$ cat config.mk
export PLATFORM = sky130hd
export DESIGN_NAME = wb_port_scheduler_flat
export DESIGN_NICKNAME = d
export VERILOG_FILES = /design/src/rtl/wb_port_scheduler_pkg.sv /design/src/rtl/wb_port_scheduler_if.sv /design/src/rtl/wb_port_scheduler_rr_arbiter.sv /design/src/rtl/wb_port_scheduler.sv /design/src/flat_wrapper.sv
export SDC_FILE = /design/constraint.sdc
export NUM_CORES = 1
export LEC_CHECK = 0
export CAP_MARGIN = 20
export CORE_MARGIN = 4
export CORE_UTILIZATION = 38
export CTS_BUF_LIST = sky130_fd_sc_hd__clkbuf_4
export DETAILED_ROUTE_END_ITERATION = 8
export PLACE_DENSITY_LB_ADDON = 0.15
export SYNTH_ARGS = -nofsm -noshare
export SYNTH_HDL_FRONTEND = slang
export SYNTH_SLANG_ARGS = --single-unit
$ cat constraint.sdc
create_clock -name Clk -period 4.2 [get_ports Clk]
set_input_delay 0.42 -clock Clk [delete_from_list [all_inputs] [get_ports Clk]]
set_output_delay 0.42 -clock Clk [all_outputs]
set_load 0.05 [all_outputs]
$ cat src/rtl/wb_port_scheduler_pkg.sv
// Shared constants for the integer write-back path.
package wb_port_scheduler_pkg;

  // Requester slot assignment on the write-back arbiter
  localparam int unsigned REQ_ALU    = 0;
  localparam int unsigned REQ_MEM    = 1;
  localparam int unsigned REQ_FPU    = 2;
  localparam int unsigned NUM_WB_REQ = 3;

  // Integer datapath geometry
  localparam int unsigned XLEN       = 64;
  localparam int unsigned REG_ADDR_W = 5;

  typedef enum logic [1:0] {
    ReqAlu = 2'd0,
    ReqMem = 2'd1,
    ReqFpu = 2'd2
  } req_id_e;

endpackage

$ cat src/rtl/wb_port_scheduler_if.sv
// Write-back requester bus, register file write port and scoreboard view.
interface wb_port_scheduler_if
  import wb_port_scheduler_pkg::*;
#(
  parameter int unsigned DATA_WIDTH = XLEN,
  parameter int unsigned ADDR_WIDTH = REG_ADDR_W,
  parameter int unsigned NUM_REQ    = NUM_WB_REQ
);

  logic [NUM_REQ-1:0]            req_Valid;
  logic [NUM_REQ*ADDR_WIDTH-1:0] req_Addr;
  logic [NUM_REQ*DATA_WIDTH-1:0] req_Data;
  logic [NUM_REQ-1:0]            req_Grant;

  logic                          rf_write_En;
  logic [ADDR_WIDTH-1:0]         rf_writeAddr;
  logic [DATA_WIDTH-1:0]         rf_data_in;

  logic                          issue_En;
  logic [ADDR_WIDTH-1:0]         issue_Addr;
  logic [(1<<ADDR_WIDTH)-1:0]    busy_Vec;

  // Scheduler side
  modport slave (
    input  req_Valid, req_Addr, req_Data, issue_En, issue_Addr,
    output req_Grant, rf_write_En, rf_writeAddr, rf_data_in, busy_Vec
  );

  // Requesters, decode and register file side
  modport master (
    output req_Valid, req_Addr, req_Data, issue_En, issue_Addr,
    input  req_Grant, rf_write_En, rf_writeAddr, rf_data_in, busy_Vec
  );

endinterface

$ cat src/rtl/wb_port_scheduler_rr_arbiter.sv
// Round-robin arbiter: searches from rr_ptr upward, pointer moves past each winner.
module wb_port_scheduler_rr_arbiter #(
  parameter  int unsigned N    = 3,
  localparam int unsigned IdxW = (N > 1) ? $clog2(N) : 1
) (
  input  logic            Clk,
  input  logic            Rst,
  input  logic [N-1:0]    valid,
  output logic [N-1:0]    grant,
  output logic [IdxW-1:0] idx
);

  logic [IdxW-1:0] rr_ptr_q, rr_ptr_d;
  logic [N-1:0]    grant_raw;
  logic [IdxW-1:0] idx_raw;
  logic            found;

  // Pick the first valid requester at distance k from rr_ptr, smallest k wins
  always_comb begin
    grant_raw = '0;
    idx_raw   = '0;
    found     = 1'b0;
    for (int unsigned k = 0; k < N; k++) begin
      for (int unsigned i = 0; i < N; i++) begin
        if (!found && valid[i] && ((32'(rr_ptr_q) + k) % N == i)) begin
          found        = 1'b1;
          grant_raw[i] = 1'b1;
          idx_raw      = IdxW'(i);
        end
      end
    end
  end

  // Advance pointer past the winner; hold when nothing is granted
  always_comb begin
    rr_ptr_d = rr_ptr_q;
    if (found) begin
      rr_ptr_d = (32'(idx_raw) + 1 == N) ? '0 : idx_raw + IdxW'(1);
    end
  end

  // Pointer state
  always_ff @(posedge Clk or posedge Rst) begin
    if (Rst) begin
      rr_ptr_q <= '0;
    end else begin
      rr_ptr_q <= rr_ptr_d;
    end
  end

  // Grant is suppressed while reset is held
  always_comb begin
    grant = Rst ? '0 : grant_raw;
    idx   = idx_raw;
  end

endmodule

$ cat src/rtl/wb_port_scheduler.sv
// Shares the integer register file write port between write-back requesters
// and tracks pending destination registers for decode stall decisions.
module wb_port_scheduler
  import wb_port_scheduler_pkg::*;
#(
  parameter int unsigned DATA_WIDTH = XLEN,
  parameter int unsigned ADDR_WIDTH = REG_ADDR_W,
  parameter int unsigned NUM_REQ    = NUM_WB_REQ
) (
  input logic               Clk,
  input logic               Rst,
  wb_port_scheduler_if.slave bus
);

  localparam int unsigned IdxW    = (NUM_REQ > 1) ? $clog2(NUM_REQ) : 1;
  localparam int unsigned NumRegs = 1 << ADDR_WIDTH;

  logic [NUM_REQ-1:0]    gnt;
  logic [IdxW-1:0]       gnt_idx;
  logic                  gnt_any;
  logic [ADDR_WIDTH-1:0] sel_addr;
  logic [DATA_WIDTH-1:0] sel_data;

  logic                  wr_en_q, wr_en_d;
  logic [ADDR_WIDTH-1:0] wr_addr_q, wr_addr_d;
  logic [DATA_WIDTH-1:0] wr_data_q, wr_data_d;
  logic [NumRegs-1:0]    busy_q, busy_d;

  wb_port_scheduler_rr_arbiter #(
    .N (NUM_REQ)
  ) u_arb (
    .Clk   (Clk),
    .Rst   (Rst),
    .valid (bus.req_Valid),
    .grant (gnt),
    .idx   (gnt_idx)
  );

  assign gnt_any       = |gnt;
  assign bus.req_Grant = gnt;

  // Select the granted requester's address and data
  always_comb begin
    sel_addr = '0;
    sel_data = '0;
    for (int unsigned i = 0; i < NUM_REQ; i++) begin
      if (gnt_idx == IdxW'(i)) begin
        sel_addr = bus.req_Addr[i*ADDR_WIDTH +: ADDR_WIDTH];
        sel_data = bus.req_Data[i*DATA_WIDTH +: DATA_WIDTH];
      end
    end
  end

  // Output stage next state; x0 writes take the slot but never enable the write
  always_comb begin
    wr_en_d   = gnt_any && (sel_addr != '0);
    wr_addr_d = gnt_any ? sel_addr : wr_addr_q;
    wr_data_d = gnt_any ? sel_data : wr_data_q;
  end

  // Scoreboard next state; a new issue beats a commit to the same register
  always_comb begin
    busy_d = busy_q;
    for (int unsigned r = 1; r < NumRegs; r++) begin
      if (bus.issue_En && bus.issue_Addr == ADDR_WIDTH'(r)) begin
        busy_d[r] = 1'b1;
      end else if (wr_en_q && wr_addr_q == ADDR_WIDTH'(r)) begin
        busy_d[r] = 1'b0;
      end
    end
    busy_d[0] = 1'b0;
  end

  // Output register and scoreboard state
  always_ff @(posedge Clk or posedge Rst) begin
    if (Rst) begin
      wr_en_q   <= 1'b0;
      wr_addr_q <= '0;
      wr_data_q <= '0;
      busy_q    <= '0;
    end else begin
      wr_en_q   <= wr_en_d;
      wr_addr_q <= wr_addr_d;
      wr_data_q <= wr_data_d;
      busy_q    <= busy_d;
    end
  end

  assign bus.rf_write_En  = wr_en_q;
  assign bus.rf_writeAddr = wr_addr_q;
  assign bus.rf_data_in   = wr_data_q;
  assign bus.busy_Vec     = busy_q;

endmodule

$ cat src/flat_wrapper.sv
// flat-port wrapper written by rule: the top's interface ports become plain ports
module wb_port_scheduler_flat import wb_port_scheduler_pkg::*;
#(
  parameter int unsigned DATA_WIDTH = XLEN,
  parameter int unsigned ADDR_WIDTH = REG_ADDR_W,
  parameter int unsigned NUM_REQ    = NUM_WB_REQ
)
  (Clk, Rst, bus_req_Valid, bus_req_Addr, bus_req_Data, bus_issue_En, bus_issue_Addr, bus_req_Grant, bus_rf_write_En, bus_rf_writeAddr, bus_rf_data_in, bus_busy_Vec);
  wb_port_scheduler_if #(.DATA_WIDTH(DATA_WIDTH), .ADDR_WIDTH(ADDR_WIDTH), .NUM_REQ(NUM_REQ)) bus_i ();
  input logic Clk;
  input logic Rst;
  input wire logic [$bits(bus_i.req_Valid)-1:0] bus_req_Valid;
  input wire logic [$bits(bus_i.req_Addr)-1:0] bus_req_Addr;
  input wire logic [$bits(bus_i.req_Data)-1:0] bus_req_Data;
  input wire logic [$bits(bus_i.issue_En)-1:0] bus_issue_En;
  input wire logic [$bits(bus_i.issue_Addr)-1:0] bus_issue_Addr;
  output wire logic [$bits(bus_i.req_Grant)-1:0] bus_req_Grant;
  output wire logic [$bits(bus_i.rf_write_En)-1:0] bus_rf_write_En;
  output wire logic [$bits(bus_i.rf_writeAddr)-1:0] bus_rf_writeAddr;
  output wire logic [$bits(bus_i.rf_data_in)-1:0] bus_rf_data_in;
  output wire logic [$bits(bus_i.busy_Vec)-1:0] bus_busy_Vec;
  assign bus_i.req_Valid = bus_req_Valid;
  assign bus_i.req_Addr = bus_req_Addr;
  assign bus_i.req_Data = bus_req_Data;
  assign bus_i.issue_En = bus_issue_En;
  assign bus_i.issue_Addr = bus_issue_Addr;
  assign bus_req_Grant = bus_i.req_Grant;
  assign bus_rf_write_En = bus_i.rf_write_En;
  assign bus_rf_writeAddr = bus_i.rf_writeAddr;
  assign bus_rf_data_in = bus_i.rf_data_in;
  assign bus_busy_Vec = bus_i.busy_Vec;
  wb_port_scheduler #(.DATA_WIDTH(DATA_WIDTH), .ADDR_WIDTH(ADDR_WIDTH), .NUM_REQ(NUM_REQ)) u_core (.Clk(Clk), .Rst(Rst), .bus(bus_i));
endmodule
==> results of run 1 <==
-- power by group --
| part | internal [mW] | switching [mW] |
|---|---|---|
| clock network | 0.201 | 0.346 |
| registers | 1.47 | 0.315 |
| logic | 1.59 | 3.03 |
| total | 3.26 | 3.69 |
-- sequential cells by signal, indices dropped and copies added (netlist names) --
signal	flops
u_core.bus.rf_writeAddr	5
u_core.bus.busy_Vec	31
u_core.bus.rf_write_En	1
u_core.bus.rf_data_in	64
u_core.u_arb.rr_ptr_q	2
-- metal layers --
metal / global-route usage / share of wire
met2: 0.413 / 0.51
met1: 0.275 / 0.38
met3: 0.0613 / 0.080
met4: 0.0924 / 0.027
met5: 0 / 0
-- worst max-delay path, stage by stage, from the launching register on --
cell and delay, ns:
dfrtp_1 0.41, inv_1 0.06, ha_1 0.35, or2_1 0.26
a32o_4 0.38, and2_1 0.19, clkdlybuf4s50_1 0.69
-- cell families after synthesis --
kind of cell	count (synthesis)	share of synthesized area
compound gates	213	0.271
simple gates	174	0.147
flops	103	0.503
buf+inv	44	0.0439
mux	15	0.0293
fa+ha+maj	2	0.00488
other cells	1	0.000732
-- path summary, 6_finish.rpt --
kind / from / endpoint / slack, ns
setup reg to reg: u_core.u_arb.rr_ptr_q[0] / u_core.bus.rf_write_En / 1.38
setup / recovery: u_core.u_arb.rr_ptr_q[0] / bus_req_Grant[1] / 0.97
hold / removal: bus_req_Data[42] / u_core.bus.rf_data_in[42] / 0.48
max in group asynchronous: Rst / u_core.u_arb.rr_ptr_q[0] / 2.37
min in group asynchronous: Rst / u_core.bus.rf_data_in[5] / 0.70
hold reg to reg: u_core.bus.rf_data_in[7] / u_core.bus.rf_data_in[7] / 0.50
-- synth_stat cells (all sizes together) --
library cell,n,area (sq um)
o2111a,1,11.3
mux2i,15,150
nand4,2,12.5
nand4b,2,17.5
and2,2,12.5
a41oi,1,8.76
a22oi,49,368
o31ai,1,7.51
inv,5,18.8
nand2b,9,56.3
conb,1,3.75
a21oi,4,23.8
ha,2,25.0
nor2b,5,31.3
nor2,72,289
a32oi,1,8.76
nand2,68,255
o21ba,1,10.0
nand3,7,35.0
a211oi,15,113
clkbuf,17,63.8
buf,22,143
o21ai,67,335
nand3b,1,7.51
dfrtp,103,2580
a221oi,1,8.76
a22o,4,35.0
o221ai,1,8.76
o2111ai,1,15.0
or3,1,6.26
a21o,16,120
a31oi,49,307
a32o,1,10.0
nor3,1,5.00
or2,4,25.0
-- final cells by class --
type,instances,share of cell area
clock buffers,11,0.00963
well taps,176,0.0257
flip-flops and latches,103,0.301
diodes,1,0.000292
clock inverters,5,0.00744
inverters,5,0.00248
multi-input cells,405,0.273
repair buffers,328,0.381
-- stage by stage --
stage          instances  instance area, sq um
2_1_floorplan        552                  5120
3_3_place_gp        1017                  8420
3_5_place_dp        1017                  8420
4_1_cts             1033                  8570
5_1_grt             1034                  8570
6_report            1034                  8570
-- placed cells by master, fill, tap and decap left out, drive strengths merged, types with 2 or more instances in the layout --
master	n
a211oi	15
a21o	16
a21oi	4
a22o	4
a22oi	49
a31oi	49
and2	2
buf	7
clkbuf	11
clkdlybuf4s50	321
dfrtp	103
ha	2
inv	7
mux2i	15
nand2	68
nand2b	9
nand3	7
nand4	2
nand4b	2
nor2	72
nor2b	5
o21ai	67
or2	4
==> run_results.csv, run 1 <==
group,metric,value,unit
outcome,run_status,"finished clean",
drt,antenna_left,0,
global_routing,grt_antenna_before_repair,1,
global_routing,grt_pass1_vias,5310,
sta,timing.final.crit_share,0.770,
critical_path,data_required_time_of_the_critical_path,3.78,ns
clock_network,clock_path_buffers,2,
drt,detail_route.first_pass.iterations,5,
critical_path,setup.worst_path.class,"reg -> out",
cells_and_area,layout.core_utilization,0.647,
clock_network,clk-insertion-delay-late,0.48,ns
floorplan,die_area,15400,sq um
sta,worst_pin_slew,0.884,ns
floorplan,die_w,124,microns
worst_hold_path,min_path_type,"in -> reg",
placement,gp_congestion,0.880,
sta,final_hold_viol_count,0,
placement,dpl_worst_slack,1.16,ns
drt,detail_route.iter0.violations,367,
cells_and_area,synthToLayoutAreaGrowth,67.3,%
power,power.density,811,nW/um^2
sta,rsz0062_at_grt,"no",
drt,avgViaCountPerCell,5.33,
global_routing,globalRouteTotalUtil,0.236,
cells_and_area,ff_latch_area,2580,sq um
critical_path,reg2regPathDepth,8,
sta,max_clock_freq,0.309,GHz
clock_network,htree_num_levels,3,
job,drv_cap,0,
cells_and_area,multiInputGateArea,2340,sq um
logic_synthesis,synthesis.nets,772,
floorplan,design.portCount,323,
logic_synthesis,seq_area_frac_synth,0.503,
sta,fin_ws,0.968,ns
clock_network,cts-hold-fix-buffers,0,
logic_synthesis,synth_cells,552,
logic_synthesis,yosysWarningCount,0,
placement,dpl_wire_length,14500,microns
floorplan,core_footprint,13200,sq um
global_routing,global_route.overflow_total,0,
power,report.power.total,6.95,mW
sta,setup_viol,0,
critical_path,setup.worst_path.end_class,"primary output",
floorplan,initial_utilization,0.387,
power,power.ir.vdd_worst,0.000573,V
sta,fin_hold_ws,0.478,ns
sta,setup-tns-final,0,ns
clock_network,tritoncts_clock_tree,"yes",
drt,drc_errors,0,
drt,route.detailed.wl_per_inst,18.2,microns
power,leakagePower,3.39,nW
worst_hold_path,min_delay_path_depth,3,
cells_and_area,final_nets,1072,
clock_network,ctsResizeCount,0,
critical_path,worst_ep_arrival_time,2.81,ns
sta,finalCriticalPeriod,3.23,ns
clock_network,cts-root-buf,"clkbuf_4",
cells_and_area,drive_gt1_frac,0.0362,
placement,port-buffer-count,321,
sta,slew_violations,0,
clock_network,cts_inserted_buffers,9,
critical_path,critPathMaxFanout,14,
logic_synthesis,yosys_register_bits,103,
sta,clock-skew-final,0.0208,ns
floorplan,std_cell_rows,42,
clock_network,clk_pin_slew,0.16,ns
cells_and_area,n_fill_cell,1126,
floorplan,dieHeight,124,microns
clock_network,cts_setup_buffers,0,
drt,drt-total-wl,18800,microns
logic_synthesis,synth_cell_types,43,
logic_synthesis,post_synth_instance_area,5120,sq um
logic_synthesis,postSynthAreaPerCell,9.28,sq um
critical_path,type_of_origin_of_the_critical_path,"flip-flop",
global_routing,grt_first_pass_wirelength,27800,microns
global_routing,grt_start_max_net_pins,99,
sta,slew_headroom,0.411,
drt,route.vias.total,5516,
clock_network,clock_sinks,103,
(Power assumes the default switching activity.)
==> run 2, diff against run 1 <==
CORE_UTILIZATION = 34   (was 38)
clock period = 2.82 ns   (was 4.2 ns; I/O delays follow)
==> run 2 against run 1 <==
Critical path depth is 1 lower; sequential share of layout area down 0.33 points; worst setup slack lost 0.79 ns; register-to-register slack worse by 1.2 ns; first-iteration DRC count up 4.1%; clock skew up 0.00079 ns; design area increased by 1.1%; via count up 1.1%; total power up 52%; sequential power rose by 49%; critical path type unchanged.
==> run_results.csv, run 2 (synthesized netlist as in run 1, its figures left out) <==
group,metric,value,unit
global_routing,grt_antenna_before_repair,1,
cells_and_area,final_nets,1077,
drt,detail_route.iter0.violations,382,
global_routing,grt_first_pass_wirelength,29500,microns
sta,setup-tns-final,0,ns
sta,max_clock_freq,0.378,GHz
drt,drt-total-wl,19800,microns
power,power.ir.vdd_worst,0.000557,V
clock_network,cts-root-buf,"clkbuf_4",
power,p_int,4.95,mW
sta,rsz0062_at_grt,"no",
floorplan,die_w,131,microns
power,swShare,0.531,
drt,met3RoutedLength,1520,microns
placement,post_dp_cell_area,8520,sq um
sta,slew_violations,0,
critical_path,data_required_time_of_the_critical_path,2.54,ns
sta,final_hold_viol_count,0,
sta,timing.final.crit_share,0.938,
outcome,run_status,"finished clean",
worst_hold_path,min_path_type,"in -> reg",
cells_and_area,multiInputGateArea,2340,sq um
sta,setup_viol,0,
global_routing,globalRouteTotalUtil,0.221,
cells_and_area,synthToLayoutAreaGrowth,69.2,%
drt,wl_met2,9780,microns
drt,route.detailed.wl_per_inst,18.9,microns
power,leakagePower,3.43,nW
cells_and_area,layout.cells.most_common,"clkdlybuf4s50_1",
cells_and_area,ff_latch_area,2580,sq um
cells_and_area,n_fill_cell,1312,
clock_network,clock_sinks,103,
sta,worst_pin_slew,0.766,ns
power,p_clk_frac,0.081,
clock_network,htree_num_levels,3,
cells_and_area,finalInstanceArea,8670,sq um
critical_path,setup.worst_path.class,"reg -> out",
drt,maxUsedRoutingLayer,"met4",
floorplan,initial_utilization,0.350,
drt,antenna_left,0,
critical_path,worst_ep_arrival_time,2.36,ns
drt,avgViaCountPerCell,5.32,
clock_network,clk_pin_slew,0.17,ns
floorplan,std_cell_rows,44,
clock_network,tritoncts_clock_tree,"yes",
floorplan,die_area,17100,sq um
global_routing,grt_start_max_net_pins,78,
power,combinationalPowerShare,0.668,
clock_network,cts_inserted_buffers,9,
floorplan,design.portCount,323,
cells_and_area,layout.cells.most_common_list,"clkdlybuf4s50_1, dfrtp_1, nor2_1",
sta,finalCriticalPeriod,2.65,ns
critical_path,critPathMaxFanout,24,
placement,gp_congestion,0.886,
global_routing,global_route.overflow_total,0,
clock_network,clk-insertion-delay-late,0.51,ns
sta,clock-skew-final,0.0216,ns
floorplan,dieHeight,131,microns
global_routing,grt_pass1_vias,5658,
drt,detail_route.wirelength.met1,7700,microns
job,drv_cap,0,
power,power.density,1220,nW/um^2
placement,dpl_wire_length,15200,microns
clock_network,clock_path_buffers,2,
power,power.net_switching,5.61,mW
clock_network,ctsResizeCount,0,
drt,drc_errors,0,
power,power_frac_seq,0.251,
drt,route.vias.total,5575,
cells_and_area,max_ffs_per_register,64,
critical_path,setup.worst_path.end_class,"primary output",
placement,port-buffer-count,321,
floorplan,core_footprint,14600,sq um
sta,slew_headroom,0.489,
drt,detail_route.first_pass.iterations,7,
critical_path,type_of_origin_of_the_critical_path,"flip-flop",
cells_and_area,drive_gt1_frac,0.0452,
run 2: cell types whose count changed in the layout (fill, tap and decap cells not counted), sizes merged:
cell	delta
inv	+2
buf	+8
clkbuf	-2
clkinvlp	+1
clkinv	-1
clkdlybuf4s50	-3
run 2: power by group through the flow:
stage | Combinational, mW | Clock (mW) | Sequential (mW)
floorplan | 2.29 | 0 | 5.00
global placement | 6.97 | 0 | 2.65
detailed placement | 7.09 | 0 | 2.69
CTS | 7.12 | 0.883 | 2.66
global route | 7.51 | 0.936 | 2.75
finish | 7.05 | 0.856 | 2.66
run 2: repair_timing:
action	CTS	global route
hold buffers	0	0
cloned	0	0
setup endpoints to repair	1	1
buffers inserted	1	0
run 2: path summary, 6_finish.rpt:
check	endpoint	slack (ns)	startpoint	depth (start not counted)
worst min register to register	u_core.bus.rf_data_in[61]	0.50	u_core.bus.rf_data_in[61]	1
max in group asynchronous	u_core.bus.rf_data_in[4]	1.72	Rst	3
min in group asynchronous	u_core.bus.busy_Vec[4]	0.50	Rst	3
worst max-delay path	bus_req_Grant[1]	0.17	u_core.u_arb.rr_ptr_q[1]	5
worst min-delay path	u_core.bus.rf_data_in[34]	0.32	bus_req_Data[34]	3
worst max register to register	u_core.bus.rf_data_in[21]	0.19	u_core.u_arb.rr_ptr_q[1]	7
run 2: critical path, stage by stage, from the launching register on:
cell and delay [ns]:
dfrtp_1 0.44, ha_1 0.34, or2_1 0.26, a32o_4 0.42, and2_1 0.24, buf_12 0.15
run 2: metal layers:
metal  global-route usage  vias to the layer above
li1                     -                     2623
met1                0.268                     2625
met2                0.375                      272
met3               0.0589                       55
met4               0.0907                        0
met5                    0                        -
run 2: final cells by class:
type                            count  share of cell area
Antenna cell                        1            0.000289
Clock inverter                      7             0.00967
Sequential cell                   103               0.297
Multi-Input combinational cell    405               0.270
Tap cell                          184              0.0266
Inverter                            5             0.00260
Clock buffer                        9             0.00779
Timing Repair Buffer              333               0.386
run 2: stage by stage:
step	std cells	power, mW	setup WS, ns	util	hold WS [ns]
global placement	1030	9.62	0.421	0.582	0.459
CTS	1047	10.7	0.0236	0.592	0.293
detailed placement	1030	9.79	0.258	0.582	0.466
finish	1047	10.6	0.174	0.592	0.322
global route	1047	11.2	0.0338	0.592	0.295
floorplan	552	7.29	0.130	-	0.433
